[src/rtl/lsu_mem_ctrl_pkg.sv]
// -----------------------------------------------------------------------------
// lsu_mem_ctrl_pkg
// Shared definitions for the load/store controller and its neighbours.
//   lsu_state_e     : controller FSM encoding (IDLE / WAIT / DONE)
//   MEM_TO_REG_*    : writeback mux select encodings; the load path is MEM
//   LSU_ERR_DATA    : word returned to the pipeline when a load times out
// No ports (package).
// -----------------------------------------------------------------------------
package lsu_mem_ctrl_pkg;

  typedef enum logic [1:0] {
    IDLE = 2'd0,
    WAIT = 2'd1,
    DONE = 2'd2
  } lsu_state_e;

  localparam logic [1:0] MEM_TO_REG_ALU = 2'b00;
  localparam logic [1:0] MEM_TO_REG_PC  = 2'b01;
  localparam logic [1:0] MEM_TO_REG_MEM = 2'b10;

  localparam logic [31:0] LSU_ERR_DATA = 32'hDEADBEEF;

endpackage

[src/rtl/lsu_mem_ctrl_timeout_ctr.sv]
// -----------------------------------------------------------------------------
// lsu_timeout_ctr
// Small up-counter that bounds how long the controller waits for mem_ack.
// Ports:
//   clk_i     : system clock, rising edge
//   rst_i     : synchronous active-high reset
//   clear_i   : return the count to zero (has priority over enable_i)
//   enable_i  : advance the count by one
//   tc_o      : high while the count equals TERMINAL-1
// -----------------------------------------------------------------------------
module lsu_timeout_ctr #(
  parameter int unsigned TERMINAL = 16
) (
  input  logic clk_i,
  input  logic rst_i,
  input  logic clear_i,
  input  logic enable_i,
  output logic tc_o
);

  localparam int unsigned CNT_W = $clog2(TERMINAL);

  logic [CNT_W-1:0] count_q;
  logic [CNT_W-1:0] count_d;

  // Clear wins over enable so that every new access starts from zero.
  always_comb begin
    count_d = count_q;
    if (clear_i) begin
      count_d = '0;
    end else if (enable_i) begin
      count_d = count_q + CNT_W'(1);
    end
  end

  always_ff @(posedge clk_i) begin
    if (rst_i) begin
      count_q <= '0;
    end else begin
      count_q <= count_d;
    end
  end

  // The count is zero on the first WAIT cycle, so TERMINAL-1 marks the
  // TERMINAL-th cycle spent waiting.
  assign tc_o = (count_q == CNT_W'(TERMINAL - 1));

endmodule

[src/rtl/lsu_mem_ctrl.sv]
// -----------------------------------------------------------------------------
// lsu_mem_ctrl
// Load/store controller between the execute stage and a variable-latency data
// memory. Runs one req/ack transaction per load or store, stalls the pipeline
// while it is outstanding and presents a registered load word to the
// writeback mux (MemToReg = MEM_TO_REG_MEM).
//
// Configuration macro: LSU_ALIGN_CHECK_EN
//   defined   : accesses with addr[1:0] != 0 are rejected without touching
//               memory and pulse 'misaligned'
//   undefined : 'misaligned' is tied low and the low two address bits are
//               dropped (word access)
//
// Ports:
//   clk, rst             : clock and synchronous active-high reset
//   MemRead, MemWrite    : access request from execute (write wins if both)
//   addr, store_data     : byte address and store word
//   read_data            : registered load result
//   load_valid           : one-cycle pulse, read_data newly updated
//   stall                : freeze PC and register-file write
//   bus_err              : one-cycle pulse, access timed out
//   misaligned           : one-cycle pulse, access rejected for alignment
//   mem_req/we/addr/wdata: request to data memory, stable until completion
//   mem_rdata, mem_ack   : memory response
// -----------------------------------------------------------------------------
module lsu_mem_ctrl
  import lsu_mem_ctrl_pkg::*;
#(
  parameter int unsigned       ADDR_W         = 32,
  parameter int unsigned       DATA_W         = 32,
  parameter int unsigned       TIMEOUT_CYCLES = 16,
  parameter logic [DATA_W-1:0] ERR_DATA       = DATA_W'(LSU_ERR_DATA)
) (
  input  logic              clk,
  input  logic              rst,
  input  logic              MemRead,
  input  logic              MemWrite,
  input  logic [ADDR_W-1:0] addr,
  input  logic [DATA_W-1:0] store_data,
  output logic [DATA_W-1:0] read_data,
  output logic              load_valid,
  output logic              stall,
  output logic              bus_err,
  output logic              misaligned,
  output logic              mem_req,
  output logic              mem_we,
  output logic [ADDR_W-1:0] mem_addr,
  output logic [DATA_W-1:0] mem_wdata,
  input  logic [DATA_W-1:0] mem_rdata,
  input  logic              mem_ack
);

  lsu_state_e        state_q, state_d;
  logic              mem_req_q, mem_req_d;
  logic              mem_we_q, mem_we_d;
  logic [ADDR_W-1:0] mem_addr_q, mem_addr_d;
  logic [DATA_W-1:0] mem_wdata_q, mem_wdata_d;
  logic [DATA_W-1:0] read_data_q, read_data_d;
  logic              load_valid_q, load_valid_d;
  logic              bus_err_q, bus_err_d;

  logic              req_present;
  logic              addr_misaligned;
  logic [ADDR_W-1:0] issue_addr;
  logic              timeout_tc;

  assign req_present = MemRead | MemWrite;

`ifdef LSU_ALIGN_CHECK_EN
  logic misaligned_q, misaligned_d;

  assign addr_misaligned = (addr[1:0] != 2'b00);
  assign issue_addr      = addr;
  assign misaligned      = misaligned_q;
`else
  // Word-only memory: the byte offset is simply discarded.
  assign addr_misaligned = 1'b0;
  assign issue_addr      = addr & ~ADDR_W'(3);
  assign misaligned      = 1'b0;
`endif

  // The counter only runs while waiting; any other state holds it at zero
  // so the next access always gets the full timeout window.
  lsu_timeout_ctr #(
    .TERMINAL (TIMEOUT_CYCLES)
  ) u_timeout_ctr (
    .clk_i    (clk),
    .rst_i    (rst),
    .clear_i  (state_q != WAIT),
    .enable_i ((state_q == WAIT) && !mem_ack),
    .tc_o     (timeout_tc)
  );

  // Next-state and datapath logic. Request fields are captured only on the
  // IDLE->WAIT transition so they stay stable for the whole handshake; the
  // status pulses default low and are raised for the single DONE cycle.
  always_comb begin
    state_d      = state_q;
    mem_req_d    = mem_req_q;
    mem_we_d     = mem_we_q;
    mem_addr_d   = mem_addr_q;
    mem_wdata_d  = mem_wdata_q;
    read_data_d  = read_data_q;
    load_valid_d = 1'b0;
    bus_err_d    = 1'b0;
`ifdef LSU_ALIGN_CHECK_EN
    misaligned_d = 1'b0;
`endif

    case (state_q)
      IDLE: begin
        if (req_present) begin
          if (addr_misaligned) begin
            state_d = DONE;
`ifdef LSU_ALIGN_CHECK_EN
            misaligned_d = 1'b1;
`endif
          end else begin
            mem_req_d   = 1'b1;
            mem_we_d    = MemWrite;
            mem_addr_d  = issue_addr;
            mem_wdata_d = store_data;
            state_d     = WAIT;
          end
        end
      end

      WAIT: begin
        if (mem_ack) begin
          mem_req_d = 1'b0;
          if (!mem_we_q) begin
            read_data_d  = mem_rdata;
            load_valid_d = 1'b1;
          end
          state_d = DONE;
        end else if (timeout_tc) begin
          mem_req_d = 1'b0;
          bus_err_d = 1'b1;
          if (!mem_we_q) begin
            read_data_d = ERR_DATA;
          end
          state_d = DONE;
        end
      end

      // Retire cycle: the request inputs are still those of the finished
      // instruction, so they are deliberately not looked at here.
      DONE: begin
        state_d = IDLE;
      end

      default: begin
        state_d = IDLE;
      end
    endcase
  end

  always_ff @(posedge clk) begin
    if (rst) begin
      state_q      <= IDLE;
      mem_req_q    <= 1'b0;
      mem_we_q     <= 1'b0;
      mem_addr_q   <= '0;
      mem_wdata_q  <= '0;
      read_data_q  <= '0;
      load_valid_q <= 1'b0;
      bus_err_q    <= 1'b0;
`ifdef LSU_ALIGN_CHECK_EN
      misaligned_q <= 1'b0;
`endif
    end else begin
      state_q      <= state_d;
      mem_req_q    <= mem_req_d;
      mem_we_q     <= mem_we_d;
      mem_addr_q   <= mem_addr_d;
      mem_wdata_q  <= mem_wdata_d;
      read_data_q  <= read_data_d;
      load_valid_q <= load_valid_d;
      bus_err_q    <= bus_err_d;
`ifdef LSU_ALIGN_CHECK_EN
      misaligned_q <= misaligned_d;
`endif
    end
  end

  // Stall must rise in the same cycle the request appears, hence combinational.
  assign stall = ((state_q == IDLE) && req_present) || (state_q == WAIT);

  assign read_data  = read_data_q;
  assign load_valid = load_valid_q;
  assign bus_err    = bus_err_q;
  assign mem_req    = mem_req_q;
  assign mem_we     = mem_we_q;
  assign mem_addr   = mem_addr_q;
  assign mem_wdata  = mem_wdata_q;

endmodule

[config.mk]
export PLATFORM = sky130hd
export DESIGN_NAME = lsu_mem_ctrl
export DESIGN_NICKNAME = d
export VERILOG_FILES = /design/src/rtl/lsu_mem_ctrl_pkg.sv /design/src/rtl/lsu_mem_ctrl_timeout_ctr.sv /design/src/rtl/lsu_mem_ctrl.sv
export SDC_FILE = /design/constraint.sdc
export NUM_CORES = 1
export LEC_CHECK = 0
export ABC_AREA = 1
export ABC_CLOCK_PERIOD_IN_PS = 1400
export BUFFER_PORTS_ARGS = -buffer_cell sky130_fd_sc_hd__buf_2
export CORE_MARGIN = 3
export CORE_UTILIZATION = 25
export CTS_CLUSTER_DIAMETER = 30
export CTS_CLUSTER_SIZE = 12
export DETAILED_ROUTE_END_ITERATION = 16
export GPL_TIMING_DRIVEN = 0
export PLACE_DENSITY = 0.58
export SLEW_MARGIN = 5
export SYNTH_ARGS = -nofsm -noshare
export SYNTH_HDL_FRONTEND = slang
export SYNTH_SLANG_ARGS = --single-unit
[constraint.sdc]
create_clock -name clk -period 1.4 [get_ports clk]
set_input_delay 0.28 -clock clk [delete_from_list [all_inputs] [get_ports clk]]
set_output_delay 0.28 -clock clk [all_outputs]
set_load 0.01 [all_outputs]
Yosys cells after proc, flatten, opt, wreduce, memory -nomap -nowiden
Cells that the tools add are included.

cells by class
  add/sub/neg operators = 1
  equal/unequal tests = 5
  multiplexer cells = 14
  bitwise operators = 4
  reduce and logical (&&, ||, !) cells = 14

operators by type and width
  kind                                           number
  two-way mux 32 bit                             4
  two-way mux 2 bit                              3
  AND reduction 3 bit                            2
  OR reduction 3 bit                             2
  two-way mux 1 bit                              5
  adder 4 x 1 -> 4 bit, second input constant    1
  == test 4 bit, second input constant           1
  one-hot mux 2 bit (2 select lines)             1
  AND reduction 2 bit                            2
  nonzero test 2 bit                             2
  != test 3 bit, second input constant           1
  NOT 1 bit                                      3
  == test 2 x 1 -> 1 bit, second input constant  1
  logical AND 1 bit                              2
  zero test 2 bit                                1
  != test 2 x 1 -> 1 bit, second input constant  1
  != test 2 bit, second input constant           1
  one-hot mux 1 bit (2 select lines)             1
  OR reduction 2 bit                             1
  zero test 1 bit                                1
  logical OR 1 bit                               1
  bitwise OR 1 bit                               1

word-level totals
  bits in registers = 104
  input port bits = 101
  output and inout bits = 102

Depth between registers and ports, before layout
Gate-level depths: netlist (run 1).

  word-level depth = 4
  gate-level depth with buffers = 8
  gate-level depth less buffers = 7

By module
From an unflattened synthesis (run 1), not the netlist that was laid out.

second synthesis, totals
  cells, all modules = 551
  area total of the unflattened synthesis = 3952.5 µm²

by module, submodules not included
  module           instances  cells an instance  area an instance (µm²)  sequential area each (µm²)
  lsu_mem_ctrl     1          528                3779.9                  2001.9
  lsu_timeout_ctr  1          23                 172.7                   80.1

Worst setup path after synthesis (run 1)
OpenSTA, ideal clock, no wires.

  path type = register -> register
  start = register u_timeout_ctr.count_q[0]
  end = register read_data_q[10], in the netlist read_data[10]
  data arrival time = 1.075 ns
  required time = 1.285 ns
  slack = 0.210 ns
  stages on the path, launching flop included = 7
  buffers on the path = 1
  period minus slack after synthesis = 1.190 ns
  cell sequence = dfxtp_1 -> ha_1 -> nand3_1 -> nand2_2 -> buf_4 -> a21oi_1 -> nor2_1

on the way
  longest elaborated chain between the ends = 3

ends and longest elaborated chain
  what                                  RTL line                        RTL
  from (decl)                           lsu_mem_ctrl_timeout_ctr.sv:23  logic [CNT_W-1:0] count_q;
  from (signal assigned)                lsu_mem_ctrl_timeout_ctr.sv:40  count_q <= count_d;
  == test 4 bit                         lsu_mem_ctrl_timeout_ctr.sv:46  assign tc_o = (count_q == CNT_W'(TERMINAL - 1));
  nonzero test 2 bit (no source line)   --
  AND reduction 3 bit (no source line)  --
  to (signal assigned)                  lsu_mem_ctrl.sv:177             read_data_q <= read_data_d;
  to (decl)                             lsu_mem_ctrl.sv:58              logic [DATA_W-1:0] read_data_q, read_data_d;

No other way between the ends.
A chain may end at the register's enable or synchronous reset.

Final worst setup path (run 1)
  start = register state_q[1]
  end = output stall

on the way
  longest elaborated chain between the ends = 3

ends and longest elaborated chain
  what                    RTL line             RTL
  from (decl)             lsu_mem_ctrl.sv:53   lsu_state_e state_q, state_d;
  from (signal assigned)  lsu_mem_ctrl.sv:172  state_q <= state_d;
  zero test 2 bit         lsu_mem_ctrl.sv:187  assign stall = ((state_q == IDLE) && req_present) || (state_q == WAIT);
  logical AND 1 bit       lsu_mem_ctrl.sv:187
  logical OR 1 bit *      lsu_mem_ctrl.sv:187
  to (decl)               lsu_mem_ctrl.sv:42   output logic stall,

Mark *: on every way between the ends. The rest lies on a longest branch, timed or not.

==> results of run 1 <==
[sequential cells by signal, summed over array words and instances (netlist names), 2 cells and up]
register,cells
u_timeout_ctr.count_q,4
read_data,32
mem_addr,30
state_q,2
mem_wdata,32
[synth_stat cells (7+ instances only)]
cell      count  area [sq um]
inv_1         8         30.03
o21ai_0      56         280.3
buf_4        11         82.58
dfxtp_1     104          2082
nand2_1      50         187.7
nand3_1      12         60.06
nand3b_1     24         180.2
o21ai_1       8         40.04
clkbuf_1      7         26.28
nor2_1      157         589.3
a21oi_1      27         135.1
buf_2        17         85.08
[worst min-delay path, delay by kind of cell]
kind	cells	cell delay (ns)
buffers and inverters	1	0.07
AND/OR/NAND/NOR	2	0.08
[power by group]
group          total, mW  internal [mW]  leakage [nW]  switching (mW)
logic               1.55          0.651          1.77           0.902
registers           3.40           3.26         0.860           0.139
clock network       2.60           1.44         0.141            1.16
total               7.56           5.35          2.77            2.20
[layer usage]
metal  GRT usage  routed length, um  up-vias
met5           0                 13        -
met3     0.05065                863       17
met1      0.1588               5109     1693
met2      0.2165               5728      117
li1            -                  -     2015
met4     0.04537                274        2
[metrics by stage]
step	area, sq um	hold slack (ns)	setup TNS (ns)	cells	setup slack, ns
6_report	5540	0.1100	-0.02485	925	-0.02485
2_1_floorplan	3918	0.3831	0	499	0.2100
5_1_grt	5538	0.09826	-0.08840	924	-0.07568
3_3_place_gp	5157	0.4574	-0.08215	905	-0.01518
3_5_place_dp	5157	0.4589	-0.01736	905	-0.01522
4_1_cts	5499	0.09386	-0.04799	923	-0.04799
[final cells by class]
class                      count  area share
antenna                        1   0.0004517
sequential                   104      0.3765
inverter                      11    0.007678
multi-input combinational    348      0.2904
clock buffer                  10     0.04313
tap                          211     0.04765
clock inverter                 6     0.01197
buffer                        37     0.04223
timing repair buffer         197      0.1800
[what timing repair did]
| action | CTS | global route |
|---|---|---|
| hold buffers | 0 | 0 |
| setup buffers | 2 | 0 |
| setup endpoints to repair | 9 | 76 |
| gates cloned | 0 | 1 |
| pin swaps | 2 | 3 |
| gates resized for setup | 7 | 29 |
[worst paths after layout]
path | startpoint | to | slack (ns) | cells after the start
setup / recovery | state_q[1] | stall | -0.02 | 5
hold / removal | mem_rdata[29] | read_data[29] | 0.11 | 3
setup reg to reg | state_q[1] | mem_addr[31] | 0.09 | 7
hold reg to reg | read_data[4] | read_data[4] | 0.47 | 2
[logic make-up (layout without fill, tap and decap cells)]
family,after synthesis,count (layout),share of synthesized area
XOR/XNOR,1,1,0.002240
flip-flops,104,104,0.5325
adder cells (fa/ha/maj),1,1,0.003199
other,1,4,0.0009591
AND/OR/NAND/NOR,250,251,0.2771
buffers and inverters,48,261,0.06592
AO/OA/AOI/OAI,92,92,0.1181
==> results.cfg, run 1 <==
[sta]
finalCritPeriodShare = 1.018
rsz0062_at_grt = true
layout_setup_ws_ns = -0.02485
drv_slew = 0
hold_viol_final = 0
fin_skew_ns = 0.006644
setup_viol = 1
fmax_mhz = 701.8
final.min_clock_period_ns = 1.425

[grt]
track_usage = 0.1322
antenna_found_initial = 1
grt_max_degree = 18
gr-total-overflow = 0
grt_pass1_wl_um = 17590
grt_pass1_vias = 3439

[worst_setup_path]
crit_chain = nor2_2 -> nand2_2 -> buf_6 -> nand2_4 -> buf_6
cp_data_arrival_time_ns = 1.14
end_kind = primary output
cp_data_required_time_ns = 1.12
start_kind = flip-flop
cpPeakStageDelay_ns = 0.33
critical_path.top_delay_family = flip-flops
critPathMaxFanout = 2
path_common_cell = buf_6
slowest_stage = dfxtp_2
crit_type = flip-flop to primary output
crit_buf_inv = 2

[clocking]
clockBufferDepth = 2
cts_buffers = 9
clock_sinks = 104
cts_tree = built
cts_max_level = 3
clk_pin_slew_ns = 0.07
clk_latency_ns = 0.35
cts-root-buf = clkbuf_16

[route]
drt_iter0_markers = 154
drcViolationCount = 0
avgRoutedWirePerCell_um = 12.96
vias = 3844
wirelength_um = 11990
drtAntennaViolNets = 0
dr.pass1.iters = 4
vias_per_cell = 4.156

[synth]
async_reset_ff_frac = 0
yosys_warnings = 0
ys_types = 23
synth_area_sq_um = 3910
synth.avg_cell_area_sq_um = 7.867
synthCells = 497
yosysSeqAreaShare = 0.5325
ys_ff_latch = 104
ys.flop_type = dfxtp_1
synth-edff-count = 0

[run]
max_cap_violations = 0

[placement]
port_buffers = 195
dp_hpwl_um = 9010
gp_congestion = 0.7810

[cells_and_area]
fin_util = 0.3631
multiInputGateArea_sq_um = 1609
register_area_sq_um = 2086
layout_common_cells = 206 x buf_2, 156 x nor2_1, 101 x dfxtp_1
drive_above_1_share = 0.3675
nFillCells = 1681
nets = 810
syn2layout_area_growth_pct = 41.70
final_common_cell = buf_2

[floorplan]
start_util = 0.2563
fp.dieArea_sq_um = 17180
core_area_sq_um = 15260
die_w_um = 131.1
row_count = 45
die_h_um = 131.1
io_pins = 203

[pwr]
powerDensity_nw_per_um2 = 1364
cellLeakagePower_nw = 2.768
ir_drop_mv = 0.5708
p_total_mw = 7.557

[hold_path]
hold_path_class = primary input to flip-flop

[run_status]
status = complete, but fails checks
violations = negative setup slack
Power figures use the tool's default switching activity.
==> run 2: changes to the inputs <==
--- a/config.mk
+++ b/config.mk
@@ -8,6 +8,7 @@
 export ABC_AREA = 1
 export ABC_CLOCK_PERIOD_IN_PS = 1400
 export BUFFER_PORTS_ARGS = -buffer_cell sky130_fd_sc_hd__buf_2
+export CORE_ASPECT_RATIO = 2
 export CORE_MARGIN = 3
 export CORE_UTILIZATION = 25
 export CTS_CLUSTER_DIAMETER = 30
==> results.cfg, run 2 (synthesis results as in run 1) <==
[route]
dr.pass1.iters = 4
vias_per_cell = 4.287
drcViolationCount = 0
wirelength_um = 12150
drt_iter0_markers = 62
avgRoutedWirePerCell_um = 13.29
vias = 3918
drtAntennaViolNets = 0

[clocking]
clk_latency_ns = 0.34
clockBufferDepth = 2
clock_sinks = 104
cts-root-buf = clkbuf_16
cts_max_level = 3
cts_buffers = 9
cts_tree = built
clk_pin_slew_ns = 0.08

[grt]
grt_pass1_vias = 3785
grt_max_degree = 19
gr-total-overflow = 0
track_usage = 0.1369
grt_pass1_wl_um = 18520
antenna_found_initial = 0

[sta]
fin_skew_ns = 0.006340
drv_slew = 0
hold_ws_ns = 0.1255
fmax_mhz = 696.6
finalCritPeriodShare = 1.025
hold_viol_final = 0
layout_setup_ws_ns = -0.03552
tightest_slew_ns = 0.5098
rsz0062_at_grt = true
final.min_clock_period_ns = 1.436
setup_viol = 1
max_slew_margin = 0.6602

[run_status]
violations = negative setup slack
status = complete, but fails checks

[pwr]
cellLeakagePower_nw = 2.793
powerDensity_nw_per_um2 = 1332
ir_drop_mv = 0.5377

[cells_and_area]
design_area_sq_um = 5562
layout_common_cells = 205 x buf_2, 156 x nor2_1, 102 x dfxtp_1
drive_above_1_share = 0.3771
final_common_cell = buf_2
nets = 813
nFillCells = 1711
syn2layout_area_growth_pct = 42.24
antenna_cells = 0

[placement]
gp_congestion = 0.7315
placed_area_sq_um = 5141
port_buffers = 195
dp_slack_ns = -0.01368
dp_hpwl_um = 9444

[floorplan]
fp.dieArea_sq_um = 17270
start_util = 0.2556
die_w_um = 94.43
row_count = 64
die_h_um = 182.9
core_area_sq_um = 15290
io_pins = 203

[worst_setup_path]
crit_buf_inv = 2
cp_data_arrival_time_ns = 1.16
critPathMaxFanout = 2
critical_path.top_delay_family = flip-flops
slowest_stage = dfxtp_4
end_kind = primary output
cpPeakStageDelay_ns = 0.36
start_kind = flip-flop
crit_type = flip-flop to primary output
cp_data_required_time_ns = 1.12
crit_chain = nor2_4 -> nand2_2 -> buf_6 -> nand2_2 -> buf_6

[hold_path]
hold_path_class = primary input to flip-flop

[run]
max_cap_violations = 0
-- run 2: cell count changes in the layout (fill, tap and decap cells not counted), moves of 2 or more --
cell	before	now
clkinvlp_4	3	1
o21ai_2	0	6
buf_6	4	6
o21ai_1	20	29
dfxtp_2	3	1
o21ai_0	44	29
-- run 2: layout make-up --
type | count | area [sq um] | area share
Multi-Input combinational cell | 348 | 1640 | 0.2949
Timing Repair Buffer | 200 | 1020 | 0.1834
Sequential cell | 104 | 2087 | 0.3753
Tap cell | 198 | 247.7 | 0.04454
Clock inverter | 7 | 55.05 | 0.009899
Clock buffer | 9 | 225.2 | 0.04049
Buffer | 37 | 242.7 | 0.04364
Inverter | 11 | 43.79 | 0.007874
-- run 2: where the power goes --
group          internal [mW]  switching (mW)
registers               3.26           0.142
logic                  0.671           0.919
clock network           1.23            1.18
total                   5.16            2.25
-- run 2: stage by stage --
step	power, mW	TNS [ns]	std cells	utilization
after global routing	7.868	-0.1220	914	0.3636
after CTS	7.510	-0.04611	911	0.3572
final	7.410	-0.03552	914	0.3636
after global placement	4.991	-0.01624	892	0.3361
after floorplan	4.340	0	499	-
after detailed placement	5.003	-0.05499	892	0.3361
-- run 2: final timing paths --
path / cells past startpoint / from / slack, ns / end
setup / recovery: 5 / state_q[1] / -0.04 / stall
hold / removal: 3 / mem_rdata[14] / 0.13 / read_data[14]
setup reg to reg: 7 / state_q[1] / 0.07 / mem_addr[15]
hold reg to reg: 2 / read_data[22] / 0.47 / read_data[22]
-- run 2: what timing repair did --
item,4_1_cts,5_1_grt
hold buffers,0,0
resized for setup,7,53
endpoints found under the setup margin,9,61
pin swaps,2,3
setup buffers,3,2
cloned,0,1
endpoints found under the hold margin,0,0
-- run 2: routing by layer --
| metal | routed length, um | track usage | vias to the layer above |
|---|---|---|---|
| li1 | - | - | 2014 |
| met1 | 4088 | 0.1274 | 1750 |
| met2 | 6911 | 0.2739 | 137 |
| met3 | 860 | 0.03489 | 17 |
| met4 | 289 | 0.05035 | 0 |
| met5 | 0 | 0 | - |
-- run 2: worst min-delay path, stage by stage --
cell     delay (ns)
buf_2          0.08
nand2_1        0.04
nand2_1        0.04
